[src/rtl/cv32e40p_alu_retry_ctrl_if.sv]
// rtl/cv32e40p_alu_retry_ctrl_if.sv - issue, ALU, response and fault-status signals of the ALU retry controller
interface cv32e40p_alu_retry_ctrl_if #(
  parameter int CNT_W = 8
);
  // EX-stage request
  logic             req_valid_i;
  logic             req_ready_o;
  // Hardened ALU
  logic             alu_enable_o;
  logic             alu_ready_i;
  logic             alu_fault_i;
  logic [31:0]      alu_result_i;
  logic             alu_cmp_i;
  // Response back to EX
  logic             rsp_valid_o;
  logic             rsp_ready_i;
  logic [31:0]      rsp_result_o;
  logic             rsp_cmp_o;
  logic             rsp_error_o;
  // Fault bookkeeping
  logic             clr_cnt_i;
  logic [CNT_W-1:0] fault_cnt_o;
  logic             fault_irq_o;
  logic             perm_fault_o;

  // Controller side
  modport slave (
    input  req_valid_i, alu_ready_i, alu_fault_i, alu_result_i, alu_cmp_i,
           rsp_ready_i, clr_cnt_i,
    output req_ready_o, alu_enable_o, rsp_valid_o, rsp_result_o, rsp_cmp_o,
           rsp_error_o, fault_cnt_o, fault_irq_o, perm_fault_o
  );

  // EX stage plus ALU side (environment)
  modport master (
    output req_valid_i, alu_ready_i, alu_fault_i, alu_result_i, alu_cmp_i,
           rsp_ready_i, clr_cnt_i,
    input  req_ready_o, alu_enable_o, rsp_valid_o, rsp_result_o, rsp_cmp_o,
           rsp_error_o, fault_cnt_o, fault_irq_o, perm_fault_o
  );
endinterface

[src/rtl/cv32e40p_alu_retry_ctrl.sv]
// rtl/cv32e40p_alu_retry_ctrl.sv - retry sequencer between EX issue and the TMR-hardened ALU
module cv32e40p_alu_retry_ctrl #(
  parameter int MAX_RETRY  = 2,
  parameter int CNT_W      = 8,
  parameter int IRQ_THRESH = 16
) (
  input  logic                      clk,
  input  logic                      rst,
  cv32e40p_alu_retry_ctrl_if.slave  bus
);

  localparam logic [1:0] IDLE  = 2'd0;
  localparam logic [1:0] EXEC  = 2'd1;
  localparam logic [1:0] RETRY = 2'd2;
  localparam logic [1:0] RESP  = 2'd3;

  localparam logic [2:0]       MAX_R   = 3'(MAX_RETRY);
  localparam logic [CNT_W-1:0] CNT_MAX = {CNT_W{1'b1}};
  localparam logic [CNT_W-1:0] IRQ_VAL = CNT_W'(IRQ_THRESH);

  logic [1:0]       state_q, state_d;
  logic [2:0]       retry_q;
  logic [31:0]      result_q;
  logic             cmp_q;
  logic             error_q;
  logic             perm_q;
  logic [CNT_W-1:0] cnt_q, cnt_d;
  logic             irq_q;

  logic sample;     // ALU result is taken this cycle
  logic inc;        // the taken result carries a voter fault
  logic exhausted;  // faulty sample with no replay budget left
  logic retire;     // EX accepts the response this cycle

  assign sample    = (state_q == EXEC) && bus.alu_ready_i;
  assign inc       = sample && bus.alu_fault_i;
  assign exhausted = inc && (retry_q == MAX_R);
  assign retire    = (state_q == RESP) && bus.rsp_ready_i;

  assign bus.alu_enable_o = (state_q == EXEC);
  assign bus.rsp_valid_o  = (state_q == RESP);
  assign bus.req_ready_o  = retire;
  assign bus.rsp_result_o = result_q;
  assign bus.rsp_cmp_o    = cmp_q;
  assign bus.rsp_error_o  = error_q;
  assign bus.perm_fault_o = perm_q;
  assign bus.fault_cnt_o  = cnt_q;
  assign bus.fault_irq_o  = irq_q;

  // Next-state selection; a faulty sample replays through one RETRY bubble unless the budget is spent
  always_comb begin
    state_d = state_q;
    case (state_q)
      IDLE:    if (bus.req_valid_i) state_d = EXEC;
      EXEC: begin
        if (sample) begin
          if (!bus.alu_fault_i || exhausted) state_d = RESP;
          else                                state_d = RETRY;
        end
      end
      RETRY:   state_d = EXEC;
      RESP:    if (bus.rsp_ready_i) state_d = IDLE;
      default: state_d = IDLE;
    endcase
  end

  // FSM, retry budget, response registers and sticky permanent-fault flag
  always_ff @(posedge clk or posedge rst) begin
    if (rst) begin
      state_q  <= IDLE;
      retry_q  <= 3'd0;
      result_q <= 32'd0;
      cmp_q    <= 1'b0;
      error_q  <= 1'b0;
      perm_q   <= 1'b0;
    end else begin
      state_q <= state_d;
      if (inc && !exhausted) retry_q <= retry_q + 3'd1;
      else if (retire)       retry_q <= 3'd0;
      // Every sample overwrites the response; the last one before RESP is what EX sees
      if (sample) begin
        result_q <= bus.alu_result_i;
        cmp_q    <= bus.alu_cmp_i;
        error_q  <= exhausted;
      end
      if (exhausted) perm_q <= 1'b1;
    end
  end

  // Saturating fault counter; a clear coinciding with a fault still records that fault
  always_comb begin
    cnt_d = cnt_q;
    if (bus.clr_cnt_i)              cnt_d = inc ? CNT_W'(1) : '0;
    else if (inc && cnt_q != CNT_MAX) cnt_d = cnt_q + CNT_W'(1);
  end

  // Counter register and threshold pulse, raised only on the step onto IRQ_THRESH
  always_ff @(posedge clk or posedge rst) begin
    if (rst) begin
      cnt_q <= '0;
      irq_q <= 1'b0;
    end else begin
      cnt_q <= cnt_d;
      irq_q <= (cnt_d == IRQ_VAL) && (cnt_q != IRQ_VAL);
    end
  end

endmodule

[src/flat_wrapper.sv]
// flat-port wrapper written by rule: the top's interface ports become plain ports
module cv32e40p_alu_retry_ctrl_flat 
#(
  parameter int MAX_RETRY  = 2,
  parameter int CNT_W      = 8,
  parameter int IRQ_THRESH = 16
)
  (clk, rst, bus_req_valid_i, bus_alu_ready_i, bus_alu_fault_i, bus_alu_result_i, bus_alu_cmp_i, bus_rsp_ready_i, bus_clr_cnt_i, bus_req_ready_o, bus_alu_enable_o, bus_rsp_valid_o, bus_rsp_result_o, bus_rsp_cmp_o, bus_rsp_error_o, bus_fault_cnt_o, bus_fault_irq_o, bus_perm_fault_o);
  cv32e40p_alu_retry_ctrl_if #(.CNT_W(CNT_W)) bus_i ();
  input  logic clk;
  input  logic rst;
  input wire logic [$bits(bus_i.req_valid_i)-1:0] bus_req_valid_i;
  input wire logic [$bits(bus_i.alu_ready_i)-1:0] bus_alu_ready_i;
  input wire logic [$bits(bus_i.alu_fault_i)-1:0] bus_alu_fault_i;
  input wire logic [$bits(bus_i.alu_result_i)-1:0] bus_alu_result_i;
  input wire logic [$bits(bus_i.alu_cmp_i)-1:0] bus_alu_cmp_i;
  input wire logic [$bits(bus_i.rsp_ready_i)-1:0] bus_rsp_ready_i;
  input wire logic [$bits(bus_i.clr_cnt_i)-1:0] bus_clr_cnt_i;
  output wire logic [$bits(bus_i.req_ready_o)-1:0] bus_req_ready_o;
  output wire logic [$bits(bus_i.alu_enable_o)-1:0] bus_alu_enable_o;
  output wire logic [$bits(bus_i.rsp_valid_o)-1:0] bus_rsp_valid_o;
  output wire logic [$bits(bus_i.rsp_result_o)-1:0] bus_rsp_result_o;
  output wire logic [$bits(bus_i.rsp_cmp_o)-1:0] bus_rsp_cmp_o;
  output wire logic [$bits(bus_i.rsp_error_o)-1:0] bus_rsp_error_o;
  output wire logic [$bits(bus_i.fault_cnt_o)-1:0] bus_fault_cnt_o;
  output wire logic [$bits(bus_i.fault_irq_o)-1:0] bus_fault_irq_o;
  output wire logic [$bits(bus_i.perm_fault_o)-1:0] bus_perm_fault_o;
  assign bus_i.req_valid_i = bus_req_valid_i;
  assign bus_i.alu_ready_i = bus_alu_ready_i;
  assign bus_i.alu_fault_i = bus_alu_fault_i;
  assign bus_i.alu_result_i = bus_alu_result_i;
  assign bus_i.alu_cmp_i = bus_alu_cmp_i;
  assign bus_i.rsp_ready_i = bus_rsp_ready_i;
  assign bus_i.clr_cnt_i = bus_clr_cnt_i;
  assign bus_req_ready_o = bus_i.req_ready_o;
  assign bus_alu_enable_o = bus_i.alu_enable_o;
  assign bus_rsp_valid_o = bus_i.rsp_valid_o;
  assign bus_rsp_result_o = bus_i.rsp_result_o;
  assign bus_rsp_cmp_o = bus_i.rsp_cmp_o;
  assign bus_rsp_error_o = bus_i.rsp_error_o;
  assign bus_fault_cnt_o = bus_i.fault_cnt_o;
  assign bus_fault_irq_o = bus_i.fault_irq_o;
  assign bus_perm_fault_o = bus_i.perm_fault_o;
  cv32e40p_alu_retry_ctrl #(.MAX_RETRY(MAX_RETRY), .CNT_W(CNT_W), .IRQ_THRESH(IRQ_THRESH)) u_core (.clk(clk), .rst(rst), .bus(bus_i));
endmodule
[config.mk]
export PLATFORM = sky130hd
export DESIGN_NAME = cv32e40p_alu_retry_ctrl_flat
export DESIGN_NICKNAME = d
export VERILOG_FILES = /design/src/rtl/cv32e40p_alu_retry_ctrl_if.sv /design/src/rtl/cv32e40p_alu_retry_ctrl.sv /design/src/flat_wrapper.sv
export SDC_FILE = /design/constraint.sdc
export NUM_CORES = 1
export LEC_CHECK = 0
export BUFFER_PORTS_ARGS = -buffer_cell sky130_fd_sc_hd__buf_4
export CAP_MARGIN = 20
export CORE_MARGIN = 2
export CORE_UTILIZATION = 34
export DETAILED_ROUTE_END_ITERATION = 8
export GPL_TIMING_DRIVEN = 0
export SYNTH_ARGS = -nofsm -noshare
export SYNTH_HDL_FRONTEND = slang
export SYNTH_SLANG_ARGS = --single-unit
[constraint.sdc]
create_clock -name clk -period 1.9 [get_ports clk]
set_input_delay 0 -clock clk [delete_from_list [all_inputs] [get_ports clk]]
set_output_delay 0 -clock clk [all_outputs]
set_load 0.005 [all_outputs]
==> results of run 1 <==
[power by group]
part | leakage (nW) | switching, W | total, W | internal [W]
registers | 0.598 | 0.000270 | 0.00175 | 0.00148
clock network | 0.0585 | 0.000351 | 0.000780 | 0.000430
logic | 0.991 | 0.000623 | 0.00176 | 0.00114
[path summary, 6_finish.rpt]
path	cells past startpoint	from	end
max	7	u_core.bus.fault_cnt_o[0]$_DFF_PP0_	u_core.bus.fault_irq_o$_DFF_PP0_
min	6	bus_alu_fault_i	u_core.bus.fault_cnt_o[6]$_DFF_PP0_
max reg2reg	7	u_core.bus.fault_cnt_o[0]$_DFF_PP0_	u_core.bus.fault_irq_o$_DFF_PP0_
min reg2reg	1	u_core.bus.perm_fault_o$_DFFE_PP0P_	u_core.bus.perm_fault_o$_DFFE_PP0P_
max in group asynchronous	4	rst	u_core.bus.fault_cnt_o[0]$_DFF_PP0_
min in group asynchronous	3	rst	u_core.bus.rsp_result_o[3]$_DFFE_PP0N_
[through the flow]
stage | hold WS (ns) | cell area (µm²) | total power [W] | TNS (ns)
final | 0.261 | 3460 | 0.00429 | 0
after global routing | 0.297 | 3460 | 0.00459 | 0
after CTS | 0.292 | 3390 | 0.00426 | 0
after detailed placement | 0.0908 | 2880 | 0.00340 | -0.192
after global placement | 0.209 | 2860 | 0.00336 | -2.18
after floorplan | 0.107 | 2130 | 0.00250 | 0
[cell usage after synthesis, types with 3 or more instances]
master and number:
a21oi_1 3, buf_2 3, dfrtp_1 49, ha_1 4, inv_1 7, mux2_2 33
nand2_1 7, nand3_1 4, nor2_1 5, nor3_1 3, o21ai_0 6
[cells by family after synthesis]
group	Yosys count	synth area share
mux	34	0.179
buf+inv	12	0.0312
flops	49	0.576
compound gates	24	0.0800
xor+xnor	1	0.00412
simple gates	37	0.106
fa+ha+maj	4	0.0235
[state kept, by name, summed over array words and instances, names as in the netlist]
name	count
u_core.bus.fault_irq_o	1
u_core.bus.rsp_cmp_o	1
u_core.bus.perm_fault_o	1
u_core.state_q	2
u_core.retry_q	3
u_core.bus.rsp_error_o	1
u_core.bus.fault_cnt_o	8
u_core.bus.rsp_result_o	32
[routing by layer]
metal,share of wire,up-vias
li1,-,860
met1,0.43,898
met2,0.47,72
met3,0.089,6
met4,0.011,0
met5,0,-
[area by class of cell]
| cell class | instances | area [µm²] | share of cell area |
|---|---|---|---|
| Buffer | 5 | 40.0 | 0.0116 |
| Clock buffer | 7 | 86.3 | 0.0249 |
| Clock inverter | 1 | 30.0 | 0.00867 |
| Inverter | 7 | 26.3 | 0.00759 |
| Multi-Input combinational cell | 100 | 853 | 0.246 |
| Sequential cell | 49 | 1230 | 0.355 |
| Tap cell | 75 | 93.8 | 0.0271 |
| Timing Repair Buffer | 133 | 1100 | 0.319 |
[tightest hold or removal path, delay by kind of cell]
kind                   cells  cell delay, ns
and+or+nand+nor            4            0.28
buffers and inverters      2            0.25
[repair_timing]
action,CTS,global route
hold endpoints to repair,64,0
endpoints found under the setup margin,3,2
cloned,0,0
gates resized for setup,2,4
buffers inserted,3,7
pin swaps,0,0
hold buffers,37,0
==> results by group, run 1 <==
Clock tree
  • H-tree levels: 2
  • Max clock buf depth: 2
  • Root Buffer: clkbuf_8
  • Worst skew pair latency: 0.30 ns
  • Worst-path clk slew: 0.09 ns
  • CTS Buf Count: 5
  • CTS tree: built
  • Clock sinks: 49

Critical path
  • Cell family with most CP delay: simple AND/OR/NAND/NOR gates
  • CP bufs+invs: 1
  • Crit path DAT: between 1.5 and 2 ns
  • CP max-delay cell: dfrtp_2
  • Startpoint Class: flip-flop
  • Worst path cell trace: ha_4 > nand4_1 > buf_4 > o2111ai_2 > o211a_1 > or3_1 > nor4_2
  • Worst reg-to-reg setup slack: 0.13 ns
  • Setup CP Type: reg -> reg
  • Worst-path maximum fanout: 5
  • Largest stage delay on the critical path: approximately 0.46 ns
  • CP endpoint kind: flip-flop
  • Required time of the critical path: 2.10 ns

Floorplanning
  • Die area: 6910 µm²
  • Rows: 28
  • Chip width: 83.1 µm
  • Core area: about 6000 µm²
  • DIE HEIGHT: 83.1 µm
  • # IOs: 87
  • Initial Util: 0.355

Finish
  • Commonest non-fill, non-tap cell in the layout: buf_4
  • Final core occ: 0.578
  • Fill count: a little over 500
  • Antenna cells: 0
  • Share of layout cells above drive strength 1: 0.517
  • Commonest non-fill, non-tap cells in the layout: buf_4, dfrtp_1, dlygate4sd3_1
  • Final nets: ~350
  • Area growth, synth to finish: 62.7%
  • Fin cells: 377

Yosys
  • Ys flop type: dfrtp_1
  • Main area contributors after synthesis: dfrtp_1, mux2_2, ha_1, o21ai_0, inv_1
  • Synth Warn #: 0
  • Mapped Cells: 161
  • #FFs+latches synth: between 40 and 50
  • Seq/Total Area, Yosys: 0.576
  • Cell area after synthesis: 2130 µm²
  • Share of the synthesized area in the top cell type: 0.576
  • Area leader, netlist: dfrtp_1
  • Async SR Flop Fraction: 1.00
  • EDFF count, synth: 0
  • Mean Syn Cell Area: 13.2 µm²
  • Post-synthesis cell type count: 43
  • Syn Nets: ~200

GRT
  • Total global routing overflow: 0
  • Layer with the highest usage: met2
  • First-pass GRT wire length: 8.99 mm
  • Met2 usage: 0.252
  • Vias in the first global route: 1,844
  • Met3 usage: 0.0656
  • Largest net degree at the start of global routing: 27
  • Initial antenna violation count: 0
  • GR met1 Demand/Resource: 0.200
  • Aggregate global-route resource usage: 0.159

Placed design
  • HPWL after DPL: 3.56 mm
  • Placed insts: approximately 320
  • Placer Congestion: slightly above 0.8
  • IO buf count: 85
  • Worst slack at placement: -0.0989 ns

Timing
  • Slew HR: 0.637
  • Final worst path period share: 0.930
  • Fin. max-slew vios: 0
  • Least-Margin Pin Slew: 0.544 ns
  • Clk_skew: 0.00700 ns
  • Post-layout min period: around 1.8 ns
  • Unrepaired setup endpoints after global routing: false
  • Final setup fails: 0
  • Final setup margin: between 0.1 and 0.15 ns
  • Fmax achieved: 566 MHz
  • Final hold violations: 0

Routing
  • Drt first-iter violations: 41
  • Routed WL per cell: 14.2 µm
  • DRT antenna net count: 0
  • Vias per inst: 4.87
  • Via count: 1,836
  • # DRC: 0
  • Detailed-route wire length: roughly 5.4 mm
  • Drt first pass iters: 4

Power and ir drop
  • VDD IR max: between 0.0006 and 0.0007 V
  • Power per Cell Area: 1240 nW/µm²
  • Lkg Pwr: 1.65 nW

Status
  • Outcome: finished, final reports clean

Job
  • Maxcap violations: 0

Hold path
  • Min-delay worst type: in -> reg
Power figures use the tool's default switching activity.
==> run 2: changes to the inputs <==
--- a/config.mk
+++ b/config.mk
@@ -7,7 +7,7 @@
 export LEC_CHECK = 0
 export BUFFER_PORTS_ARGS = -buffer_cell sky130_fd_sc_hd__buf_4
 export CAP_MARGIN = 20
-export CORE_MARGIN = 2
+export CORE_MARGIN = 8
 export CORE_UTILIZATION = 34
 export DETAILED_ROUTE_END_ITERATION = 8
 export GPL_TIMING_DRIVEN = 0
==> results by group, run 2 (synthesis gave the netlist of run 1 again) <==
Status
  • Outcome: finished, final reports clean

Timing
  • Fin. max-slew vios: 0 (unchanged)
  • Final worst path period share: 0.937 (+0.00731)
  • Post-layout min period: 1.78 ns (+0.0139 ns)
  • Least-Margin Pin Slew: 0.638 ns (+0.0944 ns)
  • Slew HR: 0.574 (-0.0630)
  • Fmax achieved: 562 MHz (-0.78%)
  • Clk_skew: 0.00365 ns (-0.00335 ns)
  • Final hold violations: 0 (unchanged)
  • Final setup fails: 0 (unchanged)

Routing
  • Drt first-iter violations: 33 (-20%)
  • # DRC: 0 (unchanged)
  • Drt first pass iters: 4 (unchanged)
  • Via count: 1,818 (-0.98%)
  • Detailed-route wire length: 5.68 mm (+6.1%)
  • DRT antenna net count: 0 (unchanged)
  • Vias per inst: 4.85 (-0.45%)
  • Routed WL per cell: 15.2 µm (+6.7%)

GRT
  • Met2 usage: 0.209 (-0.0433)
  • Total global routing overflow: 0 (unchanged)
  • Vias in the first global route: 1,883 (+2.1%)
  • GR met1 Demand/Resource: 0.140 (-0.0601)
  • Initial antenna violation count: 0 (unchanged)
  • Layer with the highest usage: met2
  • First-pass GRT wire length: 8.96 mm (-0.38%)
  • Aggregate global-route resource usage: 0.124 (-0.0352)
  • Largest net degree at the start of global routing: 28 (+3.7%)
  • Met3 usage: 0.0488 (-0.0168)

Clock tree
  • Worst-path clk slew: 0.09 ns (about the same)
  • Root Buffer: clkbuf_8
  • Worst skew pair latency: 0.29 ns (about the same)
  • H-tree levels: 2 (unchanged)
  • CTS Buf Count: 5 (unchanged)
  • Max clock buf depth: 2 (unchanged)
  • Clock sinks: 49 (unchanged)
  • CTS tree: built

Floorplanning
  • Core area: 6200 µm² (+3.6%)
  • Die area: 9050 µm² (+31%)
  • # IOs: 87 (unchanged)
  • Chip width: 95.1 µm (+14%)
  • DIE HEIGHT: 95.1 µm (+14%)
  • Rows: 29 (+3.6%)
  • Initial Util: 0.343 (-0.0123)

Finish
  • Antenna cells: 0 (unchanged)
  • Share of layout cells above drive strength 1: 0.510 (-0.00649)
  • Area growth, synth to finish: 59.9%
  • Final Instance Area: 3400 µm² (-1.7%)
  • Commonest non-fill, non-tap cell in the layout: buf_4
  • Final nets: 341 (-1.2%)
  • Commonest non-fill, non-tap cells in the layout: buf_4, dfrtp_1, dlygate4sd3_1
  • Max reg flops: 32 (unchanged)
  • Fill count: 547 (+6.8%)

Power and ir drop
  • Sw Ratio: 0.299 (+0.00936)
  • VDD IR max: 0.000720 V (+3.1%)
  • Logic pwr share: 0.429 (+0.019)
  • Power per Cell Area: 1200 nW/µm² (-3.5%)
  • Net Sw Power: 0.00122 W (-2.1%)
  • Lkg Pwr: 1.61 nW (-2.3%)
  • Flop pwr share: 0.422 (+0.014)
  • Total power: 0.00407 W (-5.2%)
  • Clock Power Share: 0.149 (-0.033)
  • Internal power: 0.00285 W (-6.4%)

Critical path
  • Startpoint Class: flip-flop
  • CP endpoint kind: flip-flop
  • Worst-path maximum fanout: 5 (unchanged)
  • Cell depth of the worst flop-to-flop path: 7 (unchanged)
  • Setup CP Type: reg -> reg
  • Required time of the critical path: 2.11 ns (about the same)
  • Crit path DAT: 1.99 ns (+0.02 ns)

Placed design
  • HPWL after DPL: 3.83 mm (+7.7%)
  • IO buf count: 85 (unchanged)
  • Placement Cell Area: 2890 µm² (+0.35%)
  • Placer Congestion: 0.830 (+1.8%)

Hold path
  • Hold Path Stages: 6 (unchanged)
  • Min-delay worst type: in -> reg

Job
  • Maxcap violations: 0 (unchanged)
==> run 2: final timing paths <==
path,slack (ns),startpoint,endpoint
setup / recovery,0.12,u_core.bus.fault_cnt_o[1]$_DFF_PP0_,u_core.bus.fault_irq_o$_DFF_PP0_
hold / removal,0.28,bus_alu_fault_i,u_core.bus.fault_cnt_o[6]$_DFF_PP0_
setup reg to reg,0.12,u_core.bus.fault_cnt_o[1]$_DFF_PP0_,u_core.bus.fault_irq_o$_DFF_PP0_
hold reg to reg,0.49,u_core.retry_q[2]$_DFFE_PP0P_,u_core.retry_q[2]$_DFFE_PP0P_
max in group asynchronous,1.02,rst,u_core.bus.rsp_result_o[3]$_DFFE_PP0N_
min in group asynchronous,0.35,rst,u_core.bus.rsp_result_o[23]$_DFFE_PP0N_
==> run 2: per-stage QoR <==
stage	hold slack, ns	cells	utilization	setup WS, ns	setup TNS, ns
floorplan	0.107	161	-	0.180	0
global placement	0.208	323	0.461	-0.114	-0.235
detailed placement	0.131	324	0.466	-0.0845	-0.161
CTS	0.301	372	0.543	0.0369	0
global route	0.332	375	0.548	-0.00212	-0.00212
finish	0.275	375	0.548	0.119	0
==> run 2: power by group through the flow <==
stage	combinational [W]	sequential [W]	clock, W
floorplan	0.000749	0.00176	0
global placement	0.00165	0.00173	0
detailed placement	0.00168	0.00176	0
CTS	0.00174	0.00174	0.000638
global route	0.00191	0.00178	0.000670
finish	0.00174	0.00172	0.000606
==> run 2: metal layers <==
layer | vias to the layer above | part of all wire
met2 | 65 | 0.51
li1 | 859 | -
met3 | 9 | 0.10
met5 | - | 0
met1 | 885 | 0.38
met4 | 0 | 0.014
==> run 2: cell type report <==
type / count / area (µm²) / share of cell area
sequential: 49 / 1230 / 0.361
buffer: 5 / 40.0 / 0.0118
multi-input combinational: 100 / 843 / 0.248
timing repair buffer: 129 / 1080 / 0.318
inverter: 7 / 26.3 / 0.00772
tap: 77 / 96.3 / 0.0283
clock buffer: 6 / 72.6 / 0.0213
clock inverter: 2 / 15.0 / 0.00441
==> run 2: timing repair <==
item                                    CTS  global route
resized for setup                         2             3
endpoints found under the setup margin    3             2
hold endpoints to repair                 67             0
buffers inserted                          3             3
hold buffers                             37             0
==> run 2: worst max-delay path, cell delays in order, from the launching register on <==
cell and delay [ns]:
dfrtp_2 0.44, ha_2 0.20, nand4_1 0.16, buf_4 0.14
o2111ai_2 0.09, o211a_1 0.16, or3_1 0.37, nor4_2 0.14
==> run 3: changes to the inputs <==
--- a/config.mk
+++ b/config.mk
@@ -8,9 +8,10 @@
 export BUFFER_PORTS_ARGS = -buffer_cell sky130_fd_sc_hd__buf_4
 export CAP_MARGIN = 20
 export CORE_MARGIN = 8
-export CORE_UTILIZATION = 34
+export CORE_UTILIZATION = 48
 export DETAILED_ROUTE_END_ITERATION = 8
 export GPL_TIMING_DRIVEN = 0
+export PLACE_DENSITY = 0.8
 export SYNTH_ARGS = -nofsm -noshare
 export SYNTH_HDL_FRONTEND = slang
 export SYNTH_SLANG_ARGS = --single-unit
==> results by group, run 3 (synthesis gave the netlist of run 1 again) <==
Status
  • Outcome: finished, final reports clean

Floorplanning
  • Die area: 6820 µm² (-25%)
  • DIE HEIGHT: 82.6 µm (-13%)
  • Rows: 24 (-17%)
  • # IOs: 87 (unchanged)
  • Chip width: 82.6 µm (-13%)
  • Initial Util: 0.492 (+0.149)
  • Core area: 4320 µm² (-30%)

Routing
  • Routed WL per cell: 17.7 µm (+17%)
  • # DRC: 0 (unchanged)
  • Via count: 1,829 (+0.61%)
  • DRT antenna net count: 0 (unchanged)
  • Drt first-iter violations: 58 (+76%)
  • Drt first pass iters: 4 (unchanged)
  • Detailed-route wire length: 6.17 mm (+8.5%)
  • Vias per inst: 5.24 (+8.1%)

Finish
  • Area growth, synth to finish: 57.6%
  • Share of layout cells above drive strength 1: 0.502 (-0.00838)
  • Commonest non-fill, non-tap cells in the layout: buf_4, dfrtp_1, dlygate4sd3_1
  • Max reg flops: 32 (unchanged)
  • Commonest non-fill, non-tap cell in the layout: buf_4
  • Final Instance Area: 3350 µm² (-1.5%)
  • Fill count: 264 (-52%)
  • Antenna cells: 0 (unchanged)
  • Final nets: 340 (-0.29%)

Power and ir drop
  • Total power: 0.00419 W (+2.8%)
  • VDD IR max: 0.000792 V (+10%)
  • Power per Cell Area: 1250 nW/µm² (+4.3%)
  • Lkg Pwr: 1.61 nW (about the same)

Critical path
  • Startpoint Class: flip-flop
  • Required time of the critical path: 2.11 ns (about the same)
  • Setup CP Type: reg -> reg
  • Worst-path maximum fanout: 6 (+1)
  • Worst reg2reg endpoint: u_core.bus.fault_irq_o$_DFF_PP0_
  • Worst reg-to-reg setup slack: 0.09 ns (-0.02 ns)
  • Cell depth of the worst flop-to-flop path: 7 (unchanged)
  • R2R Path Start: u_core.bus.fault_cnt_o[1]$_DFF_PP0_
  • Crit path DAT: 2.02 ns (+0.03 ns)
  • CP endpoint kind: flip-flop

Hold path
  • Hold_sp: bus_alu_fault_i
  • Hold Path Stages: 6 (unchanged)
  • Hold Path End: u_core.bus.fault_cnt_o[6]$_DFF_PP0_
  • Min-delay worst type: in -> reg

GRT
  • First-pass GRT wire length: 9.55 mm (+6.6%)
  • Aggregate global-route resource usage: 0.185 (+0.0611)
  • Initial antenna violation count: 0 (unchanged)
  • Total global routing overflow: 0 (unchanged)
  • Largest net degree at the start of global routing: 27 (-3.6%)
  • Vias in the first global route: 1,972 (+4.7%)

Clock tree
  • CTS tree: built
  • Worst-path clk slew: 0.09 ns (about the same)
  • Root Buffer: clkbuf_8
  • H-tree levels: 2 (unchanged)
  • Worst skew pair latency: 0.30 ns (about the same)
  • Clock sinks: 49 (unchanged)
  • CTS Buf Count: 5 (unchanged)
  • Max clock buf depth: 2 (unchanged)

Timing
  • Final hold violations: 0 (unchanged)
  • Slew HR: 0.631 (+0.0573)
  • Clk_skew: 0.00452 ns (+0.000863 ns)
  • Fin. max-slew vios: 0 (unchanged)
  • Fmax achieved: 554 MHz (-1.4%)
  • Setup_tns: 0 ns (unchanged)
  • Post-layout min period: 1.81 ns (+0.0249 ns)
  • Final setup fails: 0 (unchanged)
  • Least-Margin Pin Slew: 0.552 ns (-0.0859 ns)
  • Final worst path period share: 0.950 (+0.0131)

Placed design
  • HPWL after DPL: 3.95 mm (+3.2%)
  • Placement Cell Area: 2850 µm² (-1.3%)
  • IO buf count: 85 (unchanged)
  • Placer Congestion: 0.851 (+2.6%)

Job
  • Maxcap violations: 0 (unchanged)
==> run 3: worst max-delay path by stage <==
stage / startpoint / cells after the start / endpoint
final: u_core.bus.fault_cnt_o[1]$_DFF_PP0_ / 7 / u_core.bus.fault_irq_o$_DFF_PP0_
after global routing: u_core.bus.fault_cnt_o[1]$_DFF_PP0_ / 7 / u_core.bus.fault_irq_o$_DFF_PP0_
after CTS: u_core.bus.fault_cnt_o[0]$_DFF_PP0_ / 7 / u_core.bus.fault_irq_o$_DFF_PP0_
after detailed placement: u_core.bus.fault_cnt_o[0]$_DFF_PP0_ / 5 / u_core.bus.fault_cnt_o[0]$_DFF_PP0_
after global placement: u_core.bus.fault_cnt_o[0]$_DFF_PP0_ / 5 / u_core.bus.fault_cnt_o[0]$_DFF_PP0_
after floorplan: u_core.bus.fault_cnt_o[0]$_DFF_PP0_ / 5 / u_core.bus.fault_cnt_o[0]$_DFF_PP0_
==> run 3: power by group <==
group,internal [W],switching [W]
registers,0.00148,0.000282
clock network,0.000261,0.000344
logic,0.00113,0.000689
total,0.00287,0.00131
==> run 3: through the flow <==
stage	instances	hold WS [ns]	worst slack (ns)	util
6_report	349	0.277	0.0943	0.775
5_1_grt	349	0.304	-0.00549	0.775
4_1_cts	345	0.291	0.0577	0.766
3_5_place_dp	299	0.0744	-0.0675	0.659
3_3_place_gp	298	0.201	-0.0639	0.655
2_1_floorplan	161	0.107	0.180	-
==> run 3: metal layers <==
metal  vias up  part of all wire  track usage
li1        855                 -            -
met1       892              0.38        0.208
met2        74              0.48        0.298
met3         8              0.12        0.103
met4         0            0.0094       0.0483
met5         -                 0            0
==> run 3: timing repair <==
action / CTS / global route
resized for setup: 1 / 3
endpoints found under the hold margin: 64 / 0
setup endpoints to repair: 2 / 2
pin swaps: 0 / 0
setup buffers: 1 / 4
hold buffers: 37 / 0
==> run 3: final cells by class <==
type / instances / area, µm² / share of cell area
clock buffer: 7 / 76.3 / 0.0228
buffer: 5 / 40.0 / 0.0119
clock inverter: 1 / 7.51 / 0.00224
tap: 52 / 65.1 / 0.0194
timing repair buffer: 128 / 1070 / 0.318
multi-input combinational: 100 / 845 / 0.252
sequential: 49 / 1230 / 0.366
inverter: 7 / 26.3 / 0.00784
==> run 3: critical path, cell delays in order (launching register included) <==
cell       delay (ns)
dfrtp_1          0.45
ha_1             0.25
nand4_1          0.12
buf_4            0.16
o2111ai_2        0.10
o211a_1          0.15
or3_1            0.36
nor4_2           0.13
